==> src/rtl/bounce_engine.sv <==
// Single square ball renderer for the VGA stream: moves once per FRAME_DIV frames,
// reflects off all four playfield edges and changes colour on every bounce.
module bounce_engine #(
  parameter int H_ACTIVE  = 640,
  parameter int V_ACTIVE  = 480,
  parameter int BALL_SIZE = 8,
  parameter int SPEED_X   = 2,
  parameter int SPEED_Y   = 1,
  parameter int X_INIT    = 316,
  parameter int Y_INIT    = 236,
  parameter int FRAME_DIV = 1
) (
  input  logic        i_Clk,
  input  logic        i_Rst_L,
  input  logic        i_HBlank,
  input  logic        i_VBlank,
  input  logic        i_HReset,
  input  logic        i_VReset,
  input  logic        i_Pause,
  output logic        o_Video,
  output logic [2:0]  o_Red,
  output logic [2:0]  o_Grn,
  output logic [2:0]  o_Blu,
  output logic        o_XDir,
  output logic        o_YDir,
  output logic        o_Bounce,
  output logic [15:0] o_BounceCount
);

  // One spare bit on each axis so position + speed + size can never wrap.
  localparam int XW = $clog2(H_ACTIVE) + 1;
  localparam int YW = $clog2(V_ACTIVE) + 1;
  localparam int DW = (FRAME_DIV > 1) ? $clog2(FRAME_DIV) : 1;

  localparam logic [XW-1:0] X_SPD  = XW'(SPEED_X);
  localparam logic [XW-1:0] X_BALL = XW'(BALL_SIZE);
  localparam logic [XW-1:0] X_LIM  = XW'(H_ACTIVE);
  localparam logic [XW-1:0] X_MAX  = XW'(H_ACTIVE - BALL_SIZE);
  localparam logic [XW-1:0] X_RST  = XW'(X_INIT);
  localparam logic [YW-1:0] Y_SPD  = YW'(SPEED_Y);
  localparam logic [YW-1:0] Y_BALL = YW'(BALL_SIZE);
  localparam logic [YW-1:0] Y_LIM  = YW'(V_ACTIVE);
  localparam logic [YW-1:0] Y_MAX  = YW'(V_ACTIVE - BALL_SIZE);
  localparam logic [YW-1:0] Y_RST  = YW'(Y_INIT);
  localparam logic [DW-1:0] DIV_LAST = DW'(FRAME_DIV - 1);

  logic [XW-1:0] x_pos, x_next, col;
  logic [YW-1:0] y_pos, y_next, row;
  logic          x_dir_next, y_dir_next, x_refl, y_refl;
  logic          hblank_q, vblank_q;
  logic [DW-1:0] div_cnt;
  logic [2:0]    colour;
  logic [15:0]   bounce_cnt;
  logic          hit, frame_tick;

  assign hit = (col >= x_pos) && (col < x_pos + X_BALL) &&
               (row >= y_pos) && (row < y_pos + Y_BALL) &&
               !i_HBlank && !i_VBlank;

  // Motion only happens at the start of vertical blanking, so a frame never tears.
  assign frame_tick    = i_VBlank && !vblank_q;
  assign o_BounceCount = bounce_cnt;

  always_comb begin
    x_next     = x_pos;
    x_dir_next = o_XDir;
    x_refl     = 1'b0;
    if (o_XDir) begin
      if (x_pos + X_SPD + X_BALL > X_LIM) begin
        x_next     = X_MAX;
        x_dir_next = 1'b0;
        x_refl     = 1'b1;
      end else begin
        x_next = x_pos + X_SPD;
      end
    end else if (x_pos < X_SPD) begin
      x_next     = '0;
      x_dir_next = 1'b1;
      x_refl     = 1'b1;
    end else begin
      x_next = x_pos - X_SPD;
    end
  end

  always_comb begin
    y_next     = y_pos;
    y_dir_next = o_YDir;
    y_refl     = 1'b0;
    if (o_YDir) begin
      if (y_pos + Y_SPD + Y_BALL > Y_LIM) begin
        y_next     = Y_MAX;
        y_dir_next = 1'b0;
        y_refl     = 1'b1;
      end else begin
        y_next = y_pos + Y_SPD;
      end
    end else if (y_pos < Y_SPD) begin
      y_next     = '0;
      y_dir_next = 1'b1;
      y_refl     = 1'b1;
    end else begin
      y_next = y_pos - Y_SPD;
    end
  end

  always_ff @(posedge i_Clk or negedge i_Rst_L) begin
    if (!i_Rst_L) begin
      x_pos      <= X_RST;
      y_pos      <= Y_RST;
      o_XDir     <= 1'b1;
      o_YDir     <= 1'b1;
      colour     <= 3'd7;
      bounce_cnt <= 16'd0;
      div_cnt    <= '0;
      col        <= '0;
      row        <= '0;
      hblank_q   <= 1'b1;
      vblank_q   <= 1'b1;
      o_Video    <= 1'b0;
      o_Red      <= 3'd0;
      o_Grn      <= 3'd0;
      o_Blu      <= 3'd0;
      o_Bounce   <= 1'b0;
    end else begin
      hblank_q <= i_HBlank;
      vblank_q <= i_VBlank;

      if (i_HReset)
        col <= '0;
      else if (!i_HBlank)
        col <= col + XW'(1);

      if (i_VReset)
        row <= '0;
      else if (i_HBlank && !hblank_q && !i_VBlank)
        row <= row + YW'(1);

      o_Video <= hit;
      o_Red   <= hit ? {3{colour[2]}} : 3'd0;
      o_Grn   <= hit ? {3{colour[1]}} : 3'd0;
      o_Blu   <= hit ? {3{colour[0]}} : 3'd0;

      o_Bounce <= 1'b0;
      if (frame_tick && !i_Pause) begin
        if (div_cnt != DIV_LAST) begin
          div_cnt <= div_cnt + DW'(1);
        end else begin
          div_cnt <= '0;
          x_pos   <= x_next;
          y_pos   <= y_next;
          o_XDir  <= x_dir_next;
          o_YDir  <= y_dir_next;
          // Colour cycles 1..7 and skips 0 so the ball is never drawn black.
          if (x_refl || y_refl) begin
            o_Bounce <= 1'b1;
            if (bounce_cnt != 16'hFFFF)
              bounce_cnt <= bounce_cnt + 16'd1;
            colour <= (colour == 3'd7) ? 3'd1 : colour + 3'd1;
          end
        end
      end
    end
  end

endmodule

==> config.mk <==
export PLATFORM = sky130hd
export DESIGN_NAME = bounce_engine
export DESIGN_NICKNAME = d
export VERILOG_FILES = /design/src/rtl/bounce_engine.sv
export SDC_FILE = /design/constraint.sdc
export NUM_CORES = 1
export LEC_CHECK = 0
export CAP_MARGIN = 10
export CORE_AREA = 3 3 113 115
export CTS_CLUSTER_SIZE = 24
export DETAILED_ROUTE_END_ITERATION = 8
export DIE_AREA = 0 0 116 118
export GPL_TIMING_DRIVEN = 0
export HOLD_SLACK_MARGIN = 0.03
export PLACE_DENSITY = 0.69
export SYNTH_ARGS = -nofsm -noshare
export SYNTH_HDL_FRONTEND = slang
export SYNTH_SLANG_ARGS = --single-unit
==> constraint.sdc <==
create_clock -name i_Clk -period 4.3 [get_ports i_Clk]
set_clock_uncertainty 0.2 [all_clocks]
set_input_delay 0.43 -clock i_Clk [delete_from_list [all_inputs] [get_ports i_Clk]]
set_output_delay 0.43 -clock i_Clk [all_outputs]
set_load 0.01 [all_outputs]
==> impl_metrics.ini <==
[route]
route.detailed.drc = 0
wl_per_cell_um = 15.9
wl_mm = 12.7
drt-initial-drc-count = 319
dr.pass1.iters = 5
ant_nets = 0
via_per_inst = 5.77
via_count = 4616

[clock_tree]
clkTransAtPathRegs_ns = 0.06
htree_levels = 3
clock-sinks = 69
clock_latency_ns = 0.34
cts_tree = done
ctsLongestPathBuffers = 2
cts-buffers-inserted = 9
cts-root-buf = clkbuf_16
cts_setup_buffers = 0

[placement]
globalplace.congestion = 0.888
io_buffers = 34
hpwl_mm = 9.62

[setup_path]
worstPathArrival_ns = 4.01
critical_path.max_fanout = 10
crit_path_end_kind = flop
timing_worst_setup_path_type = flop to flop
startpoint_type = flop
r2r_setup_slack_ns = 0.31
r2r-start = y_pos[0]
max_stage_delay_ns = 0.52
slowest_stage = dfrtp_1
r2r_cells = 14
r2r_end = o_BounceCount[1]
crit_chain = ha_1, and2_1, nand2_1, xnor2_1, ha_1, nor2b_1, and4_1, a31oi_1, o211ai_1, o311a_1, nor4_2, nor2_4, nor2b_1, mux2_1
worstSetupStartpoint = y_pos[0]
cp_data_required_time_ns = 4.32
crit_end = o_BounceCount[1]

[floorplanning]
die_h_um = 118
die_area_um2 = 13700
num_rows = 40
top_level_ports = 36
die_width_um = 116
start_util = 0.445
coreArea_um2 = 11900

[yosys]
post_synth_num_cell_types = 68
yosysTopAreaCell = dfrtp_1
synth-seq-cells = 69
synthFlopType = dfrtp_1
yosys_warnings = 0
synth_edf_count = 0
syn-instance-count = 601
synth_compound_area_frac = 0.160
synth_common_cells = 56 x nor2_1, 52 x dfrtp_1, 51 x ha_1
muxShareOfSynthArea = 0.0222
synth_xor_area_frac = 0.0925
synthesis.area_um2 = 5300
synth_top_family_by_area = simple AND/OR/NAND/NOR gates
synth_fa_ha_area_frac = 0.120
synth-simple-area-share = 0.220
syn_nets = 659
ys_seq_area_frac = 0.330
async_reset_ff_frac = 1.00
synthTopCellsByArea = dfrtp_1 25%, ha_1 12%, dfstp_2 8.4%
synth_top_area_frac = 0.245
syn_avg_cell_area_um2 = 8.82
yosysMostFrequentCell = nor2_1

[timing]
grt_setup_unrepaired = no
hold_viol_final = 0
tightestPinTransition_ns = 0.964
finalCritPeriodShare = 0.927
finalWorstPathRequiredPeriod_ns = 3.99
slew_violations = 0
fmax_mhz = 251
setup_tns_ns = 0
slew_headroom = 0.358
setup_viol = 0

[global_route]
overflow = 0
antenna_found_initial = 0
grt_pass1_wl_mm = 21.7
first_global_vias = 4571
grtUsageTotal = 0.194
grt_max_degree = 70

[final_layout]
diodes = 0
n_fill_cell = 1117
drive_above_1_share = 0.107
final_util = 0.519
final_net_count = 706
area_growth_pct = 16.7

[power_and_ir_drop]
vdd_drop_max_v = 0.000320
leakagePower_nw = 2.66
power_density_nw_per_um2 = 538

[flow_run]
cap_violations = 0

[hold_path]
worstHoldPathType = input pin to flop

[run_status]
status = finished, final reports clean
layer usage:
layer	global-route usage	up-vias	share of wire
met3	0.0350	22	0.044
met5	0	-	0
li1	-	2228	-
met1	0.265	2248	0.45
met2	0.311	118	0.48
met4	0.0573	0	0.018
cell type report:
class,instances,area [um^2],share of cell area
clock inverters,6,95.1,0.0154
multi-input cells,467,3260,0.527
repair buffers,36,375,0.0607
clock buffers,10,229,0.0370
flip-flops and latches,69,1750,0.283
plain buffers,30,161,0.0261
inverters,35,131,0.0212
well taps,147,184,0.0297
critical path, delay by kind of cell (launching register included):
family	cells	cell delay [ns]
flops	1	0.52
xor+xnor	1	0.17
compound gates	3	0.66
fa+ha+maj	2	0.65
mux	1	0.35
simple gates	7	1.31
report_power, final:
part           internal, mW  leakage, nW  total [mW]  switching, mW
sequential            0.822        0.864       0.961          0.139
clock                 0.513        0.157       0.811          0.298
combinational         0.618         1.63        1.55          0.935
cell usage in the layout (no fill, tap or decap), types with 9 or more instances in the layout:
cell type and n:
clkdlybuf4s50_1 33, o21ai_0 45, a21oi_1 29, nor3_1 11, nand4_1 12, buf_4 10
nand3_1 26, dfstp_2 17, xnor2_1 31, ha_1 51, and3_1 9, clkbuf_1 13
inv_1 33, dfrtp_1 52, nand2_1 45, nor2_1 56, xor2_1 25, clkbuf_16 9
flip-flops by register name, indices dropped and copies added (netlist names), 3 cells and up:
signal,cells
col,11
y_pos,10
x_pos,10
row,10
colour,3
o_BounceCount,16
kinds of logic after synthesis:
| kind of cell | after synthesis |
|---|---|
| and+or+nand+nor | 217 |
| AOI/OAI and AO/OA | 132 |
| DFF | 69 |
| buffers and inverters | 65 |
| xor gates and xnor gates | 56 |
| adders and majority gates | 51 |
| muxes | 11 |
timing repair:
| action | CTS | global route |
|---|---|---|
| resized for setup | 0 | 0 |
| hold endpoints to repair | 52 | 0 |
| hold buffers | 1 | 0 |
per-stage QoR:
step / hold slack, ns / setup slack [ns] / area [um^2] / cells / power, mW
2_1_floorplan: -0.0656 / 0.880 / 5300 / 601 / 2.08
3_3_place_gp: 0.286 / 0.127 / 5830 / 782 / 2.44
3_5_place_dp: 0.275 / 0.309 / 5850 / 783 / 2.51
4_1_cts: 0.281 / 0.294 / 6180 / 800 / 3.34
5_1_grt: 0.312 / 0.0349 / 6180 / 800 / 3.58
6_report: 0.276 / 0.313 / 6180 / 800 / 3.33
how the worst min path moves through the flow:
stage / slack [ns] / startpoint / cells past startpoint / end
after floorplan: -0.07 / i_Rst_L / 0 / col[0]
after global routing: 0.31 / i_VReset / 2 / row[0]
final: 0.28 / i_VReset / 2 / row[3]
after CTS: 0.28 / i_VReset / 2 / row[0]
after detailed placement: 0.27 / i_Rst_L / 2 / x_pos[1]
after global placement: 0.29 / o_BounceCount[11] / 1 / o_BounceCount[11]
(Power assumes the default switching activity.)
